## src/rtl/mips_encode_pkg.sv

```systemverilog
// mips_encode_pkg: constant set shared by the encoder and its FIFO.
// Holds the ALU operation codes, the I-type opcodes and R-type funct codes,
// the FIFO entry layout, and the combinational encode/legality function.
package mips_encode_pkg;

  // ALU operation codes. Codes 0 and 1 are not encodable.
  localparam logic [2:0] ALU_ADD = 3'd2;
  localparam logic [2:0] ALU_SUB = 3'd3;
  localparam logic [2:0] ALU_AND = 3'd4;
  localparam logic [2:0] ALU_OR  = 3'd5;
  localparam logic [2:0] ALU_NOR = 3'd6;
  localparam logic [2:0] ALU_XOR = 3'd7;

  // Primary opcodes.
  localparam logic [5:0] OP_OTHER0 = 6'h00;
  localparam logic [5:0] OP_ADDI   = 6'h08;
  localparam logic [5:0] OP_ANDI   = 6'h0c;
  localparam logic [5:0] OP_ORI    = 6'h0d;
  localparam logic [5:0] OP_XORI   = 6'h0e;

  // R-type funct codes (opcode OP_OTHER0).
  localparam logic [5:0] OP0_ADD = 6'h20;
  localparam logic [5:0] OP0_SUB = 6'h22;
  localparam logic [5:0] OP0_AND = 6'h24;
  localparam logic [5:0] OP0_OR  = 6'h25;
  localparam logic [5:0] OP0_XOR = 6'h26;
  localparam logic [5:0] OP0_NOR = 6'h27;

  typedef struct packed {
    logic [31:0] inst;
    logic [31:0] pc;
  } fifo_entry_t;

  typedef struct packed {
    logic        legal;
    logic [31:0] word;
  } enc_t;

  // Build the instruction word; legal=0 marks combinations with no encoding.
  function automatic enc_t encode(input logic [2:0]  op,
                                  input logic        src2,
                                  input logic [4:0]  rd,
                                  input logic [4:0]  rs,
                                  input logic [4:0]  rt,
                                  input logic [15:0] imm);
    enc_t       e;
    logic [5:0] code;
    e.legal = 1'b1;
    code    = 6'h00;
    if (!src2) begin
      case (op)
        ALU_ADD: code = OP0_ADD;
        ALU_SUB: code = OP0_SUB;
        ALU_AND: code = OP0_AND;
        ALU_OR:  code = OP0_OR;
        ALU_NOR: code = OP0_NOR;
        ALU_XOR: code = OP0_XOR;
        default: e.legal = 1'b0;
      endcase
      e.word = {OP_OTHER0, rs, rt, rd, 5'b0, code};
    end else begin
      // Immediate forms: destination sits in the rt field; rt input unused.
      case (op)
        ALU_ADD: code = OP_ADDI;
        ALU_AND: code = OP_ANDI;
        ALU_OR:  code = OP_ORI;
        ALU_XOR: code = OP_XORI;
        default: e.legal = 1'b0;
      endcase
      e.word = {code, rs, rd, imm};
    end
    return e;
  endfunction

endpackage

```

## src/rtl/mips_encode_fifo.sv

```systemverilog
// mips_encode_fifo: 2-deep, 64-bit synchronous FIFO of {inst, pc}.
// Ports: clk, reset (sync, active-high), push/din write side,
// pop read side, full/empty status, dout = head entry (zero after reset).
// Push while full and pop while empty are ignored.
module mips_encode_fifo
  import mips_encode_pkg::*;
(
  input  logic        clk,
  input  logic        reset,
  input  logic        push,
  input  logic [63:0] din,
  input  logic        pop,
  output logic        full,
  output logic        empty,
  output logic [63:0] dout
);

  logic [63:0] mem_q [2];
  logic        wr_ptr_q, wr_ptr_d;
  logic        rd_ptr_q, rd_ptr_d;
  logic [1:0]  count_q, count_d;
  logic        push_ok, pop_ok;

  assign full    = (count_q == 2'd2);
  assign empty   = (count_q == 2'd0);
  assign push_ok = push & ~full;
  assign pop_ok  = pop & ~empty;
  assign dout    = mem_q[rd_ptr_q];

  always_comb begin
    wr_ptr_d = wr_ptr_q ^ push_ok;
    rd_ptr_d = rd_ptr_q ^ pop_ok;
    count_d  = count_q + {1'b0, push_ok} - {1'b0, pop_ok};
  end

  always_ff @(posedge clk) begin
    if (reset) begin
      wr_ptr_q <= 1'b0;
      rd_ptr_q <= 1'b0;
      count_q  <= 2'd0;
    end else begin
      wr_ptr_q <= wr_ptr_d;
      rd_ptr_q <= rd_ptr_d;
      count_q  <= count_d;
    end
  end

  // Entries are cleared on reset so the head reads zero when idle.
  for (genvar gi = 0; gi < 2; gi++) begin : g_entry
    always_ff @(posedge clk) begin
      if (reset) begin
        mem_q[gi] <= 64'd0;
      end else if (push_ok && (wr_ptr_q == 1'(gi))) begin
        mem_q[gi] <= din;
      end
    end
  end

endmodule

```

## src/rtl/mips_encode.sv

```systemverilog
// mips_encode: sequential MIPS R/I-type instruction encoder.
// Ports: clk, reset (sync, active-high); input handshake in_valid/in_ready
// with fields alu_op, alu_src2, rd, rs, rt, imm; output handshake
// out_valid/out_ready with inst and pc; except pulses one cycle after an
// unencodable input is accepted.
module mips_encode
  import mips_encode_pkg::*;
#(
  parameter logic [31:0] RESET_PC = 32'h0040_0000
) (
  input  logic        clk,
  input  logic        reset,
  input  logic        in_valid,
  output logic        in_ready,
  input  logic [2:0]  alu_op,
  input  logic        alu_src2,
  input  logic [4:0]  rd,
  input  logic [4:0]  rs,
  input  logic [4:0]  rt,
  input  logic [15:0] imm,
  output logic        out_valid,
  input  logic        out_ready,
  output logic [31:0] inst,
  output logic [31:0] pc,
  output logic        except
);

  logic [31:0] pc_q, pc_d;
  logic        except_q, except_d;
  logic        accept, push, full, empty;
  enc_t        enc;
  fifo_entry_t head;

  assign enc = encode(alu_op, alu_src2, rd, rs, rt, imm);

  // Readiness is purely the registered FIFO level: no bypass when full.
  assign in_ready = ~full;
  assign accept   = in_valid & in_ready;
  assign push     = accept & enc.legal;

  always_comb begin
    pc_d     = push ? pc_q + 32'd4 : pc_q;
    except_d = accept & ~enc.legal;
  end

  always_ff @(posedge clk) begin
    if (reset) begin
      pc_q     <= RESET_PC;
      except_q <= 1'b0;
    end else begin
      pc_q     <= pc_d;
      except_q <= except_d;
    end
  end

  mips_encode_fifo u_fifo (
    .clk   (clk),
    .reset (reset),
    .push  (push),
    .din   ({enc.word, pc_q}),
    .pop   (out_ready),
    .full  (full),
    .empty (empty),
    .dout  (head)
  );

  assign out_valid = ~empty;
  assign inst      = head.inst;
  assign pc        = head.pc;
  assign except    = except_q;

endmodule

```

## config.mk

```make
export PLATFORM = sky130hd
export DESIGN_NAME = mips_encode
export DESIGN_NICKNAME = d
export VERILOG_FILES = /design/src/rtl/mips_encode_pkg.sv /design/src/rtl/mips_encode_fifo.sv /design/src/rtl/mips_encode.sv
export SDC_FILE = /design/constraint.sdc
export NUM_CORES = 1
export LEC_CHECK = 0
export ABC_AREA = 1
export CAP_MARGIN = 25
export CORE_MARGIN = 4
export CORE_UTILIZATION = 57
export CTS_CLUSTER_SIZE = 25
export DETAILED_ROUTE_END_ITERATION = 12
export DONT_BUFFER_PORTS = 1
export GPL_ROUTABILITY_DRIVEN = 0
export HOLD_SLACK_MARGIN = 0.05
export PLACE_DENSITY = 0.75
export SLEW_MARGIN = 10
export SYNTH_ARGS = -nofsm -noshare
export SYNTH_HDL_FRONTEND = slang
export SYNTH_SLANG_ARGS = --single-unit
```

## constraint.sdc

```tcl
create_clock -name clk -period 2.7 [get_ports clk]
set_input_delay 0.54 -clock clk [delete_from_list [all_inputs] [get_ports clk]]
set_output_delay 0.54 -clock clk [all_outputs]
set_load 0.05 [all_outputs]
```

==> results.sh, run 1 <==
export IMPL_grt_max_degree=61
export IMPL_grt_pass1_vias=5004
export IMPL_drc=0
export IMPL_rsz0062_at_grt="no"
export IMPL_wl_per_cell_um=14.8
export IMPL_required_ns=2.16
export IMPL_final_fill_count=947
export IMPL_holdWs_ns=0.189
export IMPL_die_x_um=120
export IMPL_grt_antenna_before_repair=1
export IMPL_dieArea_mm2=0.0144
export IMPL_hpwl_um=10100
export IMPL_clock_skew_ns=0.00510
export IMPL_hold_viol_final=0
export IMPL_cellPowerDensity_mw_per_mm2=901
export IMPL_multiInputGateArea_mm2=0.00243
export IMPL_grt_pass1_wl_um=24300
export IMPL_cts_inserted_buffers=17
export IMPL_intPower_mw=4.76
export IMPL_num_vias=5392
export IMPL_drv_slew=0
export IMPL_yosysUniqueCellTypes=32
export IMPL_drt_vias_per_instance=5.26
export IMPL_fin_crit_ns=2.39
export IMPL_cts_tree="done"
export IMPL_post_route_util_pct=67.4
export IMPL_ys_top_cells_by_area="edfxtp_1 (50%), nand2_1 (14%), dfxtp_1 (9.8%)"
export IMPL_ys_flop_type="edfxtp_1"
export IMPL_slew_headroom_pct=57.3
export IMPL_cts_setup_buffers=0
export IMPL_end_kind="output pin"
export IMPL_cts_max_level=4
export IMPL_cts_hold_fix_buffers=0
export IMPL_postRouteWirelength_um=15200
export IMPL_p_leak_nw=3.35
export IMPL_async_flop_share_pct=0
export IMPL_comb_power_share_pct=27.4
export IMPL_dp_cells=993
export IMPL_nets=888
export IMPL_seq_power_share_pct=38.8
export IMPL_maxCapViolCount=0
export IMPL_cp_start_kind="register"
export IMPL_ant_nets=0
export IMPL_ir_worst_vdd_mv=0.582
export IMPL_finalSetupViolations=0
export IMPL_crit_fanout=60
export IMPL_synth_enable_flop_cells=120
export IMPL_ctsResizeCount=0
export IMPL_p_switching_mw=2.61
export IMPL_die_h_um=120
export IMPL_setup_tns_ns=0
export IMPL_syn_to_final_growth_pct=14.3
export IMPL_yosysMostFrequentCell="nand2_1"
export IMPL_synth_area_leader_cell="edfxtp_1"
export IMPL_clkSinkCount=155
export IMPL_instances_no_fill=1025
export IMPL_regArea_mm2=0.00431
export IMPL_grt_usage_pct=21.3
export IMPL_crit_arrival_ns=1.85
export IMPL_sw_frac_of_total_pct=35.4
export IMPL_cts_buffer_depth=2
export IMPL_synth_top_cells_by_count="nand2_1 (273), nor2_1 (168), edfxtp_1 (120)"
export IMPL_synth_area_mm2=0.00716
export IMPL_ys_seq_area_share_pct=60.1
export IMPL_drt_iter0_markers=490
export IMPL_rows=40
export IMPL_yosysWarnings=0
export IMPL_power_share_clock_pct=33.8
export IMPL_netlist_area_leader_share_pct=50.3
export IMPL_drive_gt1_share_pct=11.2
export IMPL_status="finished, final reports clean"
export IMPL_syn_inst=819
export IMPL_antenna_cells=0
export IMPL_hold_path_class="in2reg"
export IMPL_period_share_pct=88.4
export IMPL_start_util_pct=58.9
export IMPL_core_mm2=0.0122
export IMPL_clock_latency_ns=0.42
export IMPL_root_buffer="clkbuf_16"
export IMPL_path_clk_slew_ns=0.06
export IMPL_fmax_mhz=419
export IMPL_path_class="reg2out"
export IMPL_io_buffers=0
export IMPL_synth_seq_cells=155
export IMPL_tightest_slew_ns=0.640
export IMPL_overflow=0
export IMPL_ioPinCount=106
export IMPL_drtPass1Iterations=5
export IMPL_synth_avg_cell_area_um2=8.75
## layout make-up
type                            count  share of cell area, %
Clock buffer                       20                   5.58
Tap cell                          168                   2.57
Multi-Input combinational cell    560                   29.6
Inverter                           68                   3.15
Sequential cell                   155                   52.6
Clock inverter                     12                   2.08
Timing Repair Buffer               42                   4.46
## registers in the layout (all words and copies together) (netlist names)
register         count
except               1
pc_q                30
u_fifo.count_q       2
u_fifo.mem_q       120
u_fifo.rd_ptr_q      1
u_fifo.wr_ptr_q      1
## per-stage QoR
stage	setup WS [ns]	cell area [um^2]	total power, mW
2_1_floorplan	0.0751	7180	4.51
3_3_place_gp	0.373	7560	4.91
3_5_place_dp	0.306	7560	4.94
4_1_cts	0.305	8190	7.41
5_1_grt	0.201	8190	7.64
6_report	0.313	8190	7.38
## critical path: stages (launching register included)
cell and delay, ns:
dfxtp_2 0.33, buf_4 0.53, nand2_1 0.13, nand2_1 0.42
## placed cells by master, fill, tap and decap left out, drive strengths merged, types with 14 or more instances in the layout
master	n
clkbuf	20
dfxtp	35
edfxtp	120
a21oi	20
inv	67
nand3	25
nor2	170
nand2	276
buf	42
nor3	22
o21ai	14
## per-layer routing
metal	vias to the layer above	track usage, %	wire length, um
met5	-	0	11
met4	2	5.73	219
met3	25	5.42	902
met2	162	37.2	7580
met1	2549	26.4	6460
li1	2654	-	-
## worst paths after layout
kind,from,to,slack [ns],cells past startpoint
worst max-delay path,u_fifo.rd_ptr_q,inst[15],0.31,3
worst min-delay path,reset,u_fifo.wr_ptr_q,0.19,1
worst max register to register,u_fifo.count_q[0],u_fifo.mem_q[1][35],0.67,7
worst min register to register,pc_q[5],pc_q[5],0.50,2
## kinds of logic (layout without fill, tap and decap cells)
kind of cell             after synthesis  in the layout  share of synthesized area (%)
AND/OR/NAND/NOR                      500            500                           28.1
flip-flops                           155            155                           60.1
buffers and inverters                107            142                           6.29
AO/OA/AOI/OAI                         37             37                           2.74
multiplexers                          10             10                           1.40
adder cells (fa/ha/maj)                5              5                          0.873
XOR/XNOR                               4              4                          0.489
other                                  1              4                         0.0523
## power groups by stage
stage	Clock (mW)	Combinational (mW)	Sequential [mW]
after global placement	0	2.01	2.90
after floorplan	0	1.62	2.89
after global routing	2.61	2.15	2.88
final	2.49	2.02	2.86
after detailed placement	0	2.03	2.91
after CTS	2.51	2.04	2.86
Power figures use the tool's default switching activity.
==> inputs of run 2 (changes only) <==
--- a/config.mk
+++ b/config.mk
@@ -5,7 +5,6 @@
 export SDC_FILE = /design/constraint.sdc
 export NUM_CORES = 1
 export LEC_CHECK = 0
-export ABC_AREA = 1
 export CAP_MARGIN = 25
 export CORE_MARGIN = 4
 export CORE_UTILIZATION = 57
==> results.sh, run 2 <==
export IMPL_status="finished, final reports clean"
export IMPL_antenna_cells=0
export IMPL_drt_iter0_markers=344
export IMPL_ctsResizeCount=0
export IMPL_drive_gt1_share_pct=18.9
export IMPL_grt_antenna_before_repair=0
export IMPL_maxCapViolCount=0
export IMPL_root_buffer="clkbuf_16"
export IMPL_synth_area_mm2=0.00700
export IMPL_ant_nets=0
export IMPL_ys_top_cells_by_area="edfxtp_1 (52%), dfxtp_1 (10%), mux2_2 (9.8%)"
export IMPL_cp_start_kind="register"
export IMPL_period_share_pct=90.1
export IMPL_die_h_um=119
export IMPL_die_x_um=119
export IMPL_synth_top_cells_by_count="edfxtp_1 (120), nor2_1 (85), and2_1 (61), mux2_2 (61), dfxtp_1 (35)"
export IMPL_synth_seq_cells=155
export IMPL_drc=0
export IMPL_grt_pass1_wl_um=22600
export IMPL_largest_register_ffs=120
export IMPL_synth_top_family_by_area="simple AND/OR/NAND/NOR gates"
export IMPL_crit_fanout=22
export IMPL_cts_tree="done"
export IMPL_final_area_mm2=0.00777
export IMPL_drt_vias_per_instance=5.87
export IMPL_clkSinkCount=155
export IMPL_slew_headroom_pct=40.7
export IMPL_ir_worst_vdd_mv=0.403
export IMPL_crit_arrival_ns=1.89
export IMPL_end_kind="output pin"
export IMPL_cpPeakStageDelay_ns=0.71
export IMPL_p_leak_nw=2.85
export IMPL_cts_setup_buffers=0
export IMPL_cts_inserted_buffers=17
export IMPL_synthSimpleGateAreaFrac_pct=17.9
export IMPL_reg_top3="u_fifo.mem_q (120), pc_q (30), u_fifo.count_q (2)"
export IMPL_setup_tns_ns=0
export IMPL_yosysMostFrequentCell="edfxtp_1"
export IMPL_fin_crit_ns=2.43
export IMPL_synth_xor_area_share_pct=2.50
export IMPL_path_class="reg2out"
export IMPL_cts_max_level=4
export IMPL_ys_seq_area_share_pct=61.5
export IMPL_num_vias=4279
export IMPL_dieArea_mm2=0.0141
export IMPL_synth_fa_ha_area_share_pct=0.894
export IMPL_synth_avg_cell_area_um2=12.2
export IMPL_hold_path_class="in2reg"
export IMPL_postPlaceCellArea_mm2=0.00713
export IMPL_synth_area_leader_cell="edfxtp_1"
export IMPL_reg2reg_to="u_fifo.mem_q[1][14]"
export IMPL_hold_path_end="pc_q[23]"
export IMPL_synth_compound_area_share_pct=2.84
export IMPL_path_clk_slew_ns=0.06
export IMPL_wl_per_cell_um=19.4
export IMPL_grt_pass1_vias=4335
export IMPL_core_mm2=0.0120
export IMPL_syn_inst=573
export IMPL_syn_to_final_growth_pct=11.1
export IMPL_finalSetupViolations=0
export IMPL_cellPowerDensity_mw_per_mm2=954
export IMPL_path_cells="buf_12, mux2_2"
export IMPL_ys_flop_type="edfxtp_1"
export IMPL_layout_common_cells="edfxtp_1 (120), nor2_1 (85), and2_1 (61), mux2_2 (61), dfxtp_1 (34)"
export IMPL_reg2reg_slack_ns=0.35
export IMPL_grt_usage_pct=20.7
export IMPL_netlist_area_leader_share_pct=51.5
export IMPL_start_util_pct=58.2
export IMPL_ioPinCount=106
export IMPL_synth_enable_flop_cells=120
export IMPL_fmax_mhz=411
export IMPL_min_from="reset"
export IMPL_hpwl_um=9100
export IMPL_yosysUniqueCellTypes=43
export IMPL_cts_buffer_depth=2
export IMPL_hold_depth=1
export IMPL_grt_max_degree=61
export IMPL_overflow=0
export IMPL_clock_skew_ns=0.00625
export IMPL_postRouteWirelength_um=14200
export IMPL_layout_commonest_cell="edfxtp_1"
export IMPL_r2r_cells=6
export IMPL_rows=40
export IMPL_drv_slew=0
export IMPL_rsz0062_at_grt="no"
export IMPL_cp_slowest_cell="dfxtp_2"
export IMPL_async_flop_share_pct=0
export IMPL_hold_viol_final=0
export IMPL_muxShareOfSynthArea_pct=11.4
export IMPL_cts_hold_fix_buffers=0
export IMPL_r2r_start="u_fifo.count_q[1]"
export IMPL_drtPass1Iterations=4
export IMPL_io_buffers=0
export IMPL_required_ns=2.16
export IMPL_tightest_slew_ns=0.889
export IMPL_yosysWarnings=0
export IMPL_top_register="u_fifo.mem_q"
export IMPL_clock_latency_ns=0.42
export IMPL_nets=613
[run 2: cell count changes after synthesis, moves of 7 or more]
cell / previous run / this run
mux2_2: 0 / 61
nand3_1: 22 / 13
inv_1: 59 / 13
xnor2_1: 0 / 9
nor3_1: 22 / 7
or3_1: 0 / 9
o21ai_1: 12 / 0
nand2_1: 273 / 22
nor2_1: 168 / 85
nand4_1: 4 / 12
xor2_1: 4 / 11
o21ai_0: 2 / 10
inv_2: 7 / 0
and2_1: 0 / 61
[run 2: per-stage QoR]
step                cells  power, mW  hold WS, ns  util, %  setup WS, ns
detailed placement    697       4.93        0.492     59.4         0.248
finish                729       7.41        0.186     64.7         0.268
global route          729       7.65        0.162     64.7         0.118
global placement      697       4.90        0.467     59.4         0.351
CTS                   729       7.46        0.168     64.7         0.235
floorplan             576       4.66        0.458        -         0.117
[run 2: cell families (layout without fill, tap and decap cells)]
| kind of cell | count (synthesis) | after routing |
|---|---|---|
| multiplexers | 72 | 72 |
| other | 1 | 4 |
| adder cells (fa/ha/maj) | 5 | 5 |
| flip-flops | 155 | 155 |
| AND/OR/NAND/NOR | 239 | 239 |
| XOR/XNOR | 20 | 20 |
| AO/OA/AOI/OAI | 34 | 34 |
| buffers and inverters | 47 | 53 |
[run 2: per-layer routing]
layer	GRT usage, %	part of all wire (%)	vias up
met5	0	0	-
met2	33.7	49	144
li1	-	-	2011
met3	7.27	6.5	17
met4	7.75	2.0	0
met1	25.6	42	2107
[run 2: critical path: cells and delay by family (launching register included)]
kind / cells / cell delay [ns]
DFF: 1 / 0.71
muxes: 1 / 0.50
buffers and inverters: 1 / 0.25
[run 2: final cells by class]
type | instances | area, um^2
flip-flops and latches | 155 | 4310
fillers | 919 | 4240
multi-input cells | 374 | 2510
clock buffers | 26 | 532
well taps | 147 | 184
clock inverters | 6 | 105
repair buffers | 8 | 85.1
inverters | 13 | 48.8
[run 2: power by group]
group | switching [mW] | total [mW] | internal, mW | leakage (nW)
registers | 0.122 | 2.94 | 2.82 | 1.55
clock network | 0.907 | 2.54 | 1.64 | 0.315
logic | 1.47 | 1.93 | 0.461 | 0.987
total | 2.50 | 7.41 | 4.91 | 2.85
[run 2: worst max-delay path by stage]
stage               slack [ns]                   to  cells past startpoint               from
global placement          0.35  u_fifo.mem_q[1][15]                      5          alu_op[1]
CTS                       0.24               pc[27]                      2    u_fifo.rd_ptr_q
detailed placement        0.25  u_fifo.mem_q[1][12]                      7          alu_op[1]
global route              0.12  u_fifo.mem_q[1][14]                      6  u_fifo.count_q[1]
finish                    0.27               pc[27]                      2    u_fifo.rd_ptr_q
floorplan                 0.12  u_fifo.mem_q[1][24]                      9  u_fifo.count_q[1]
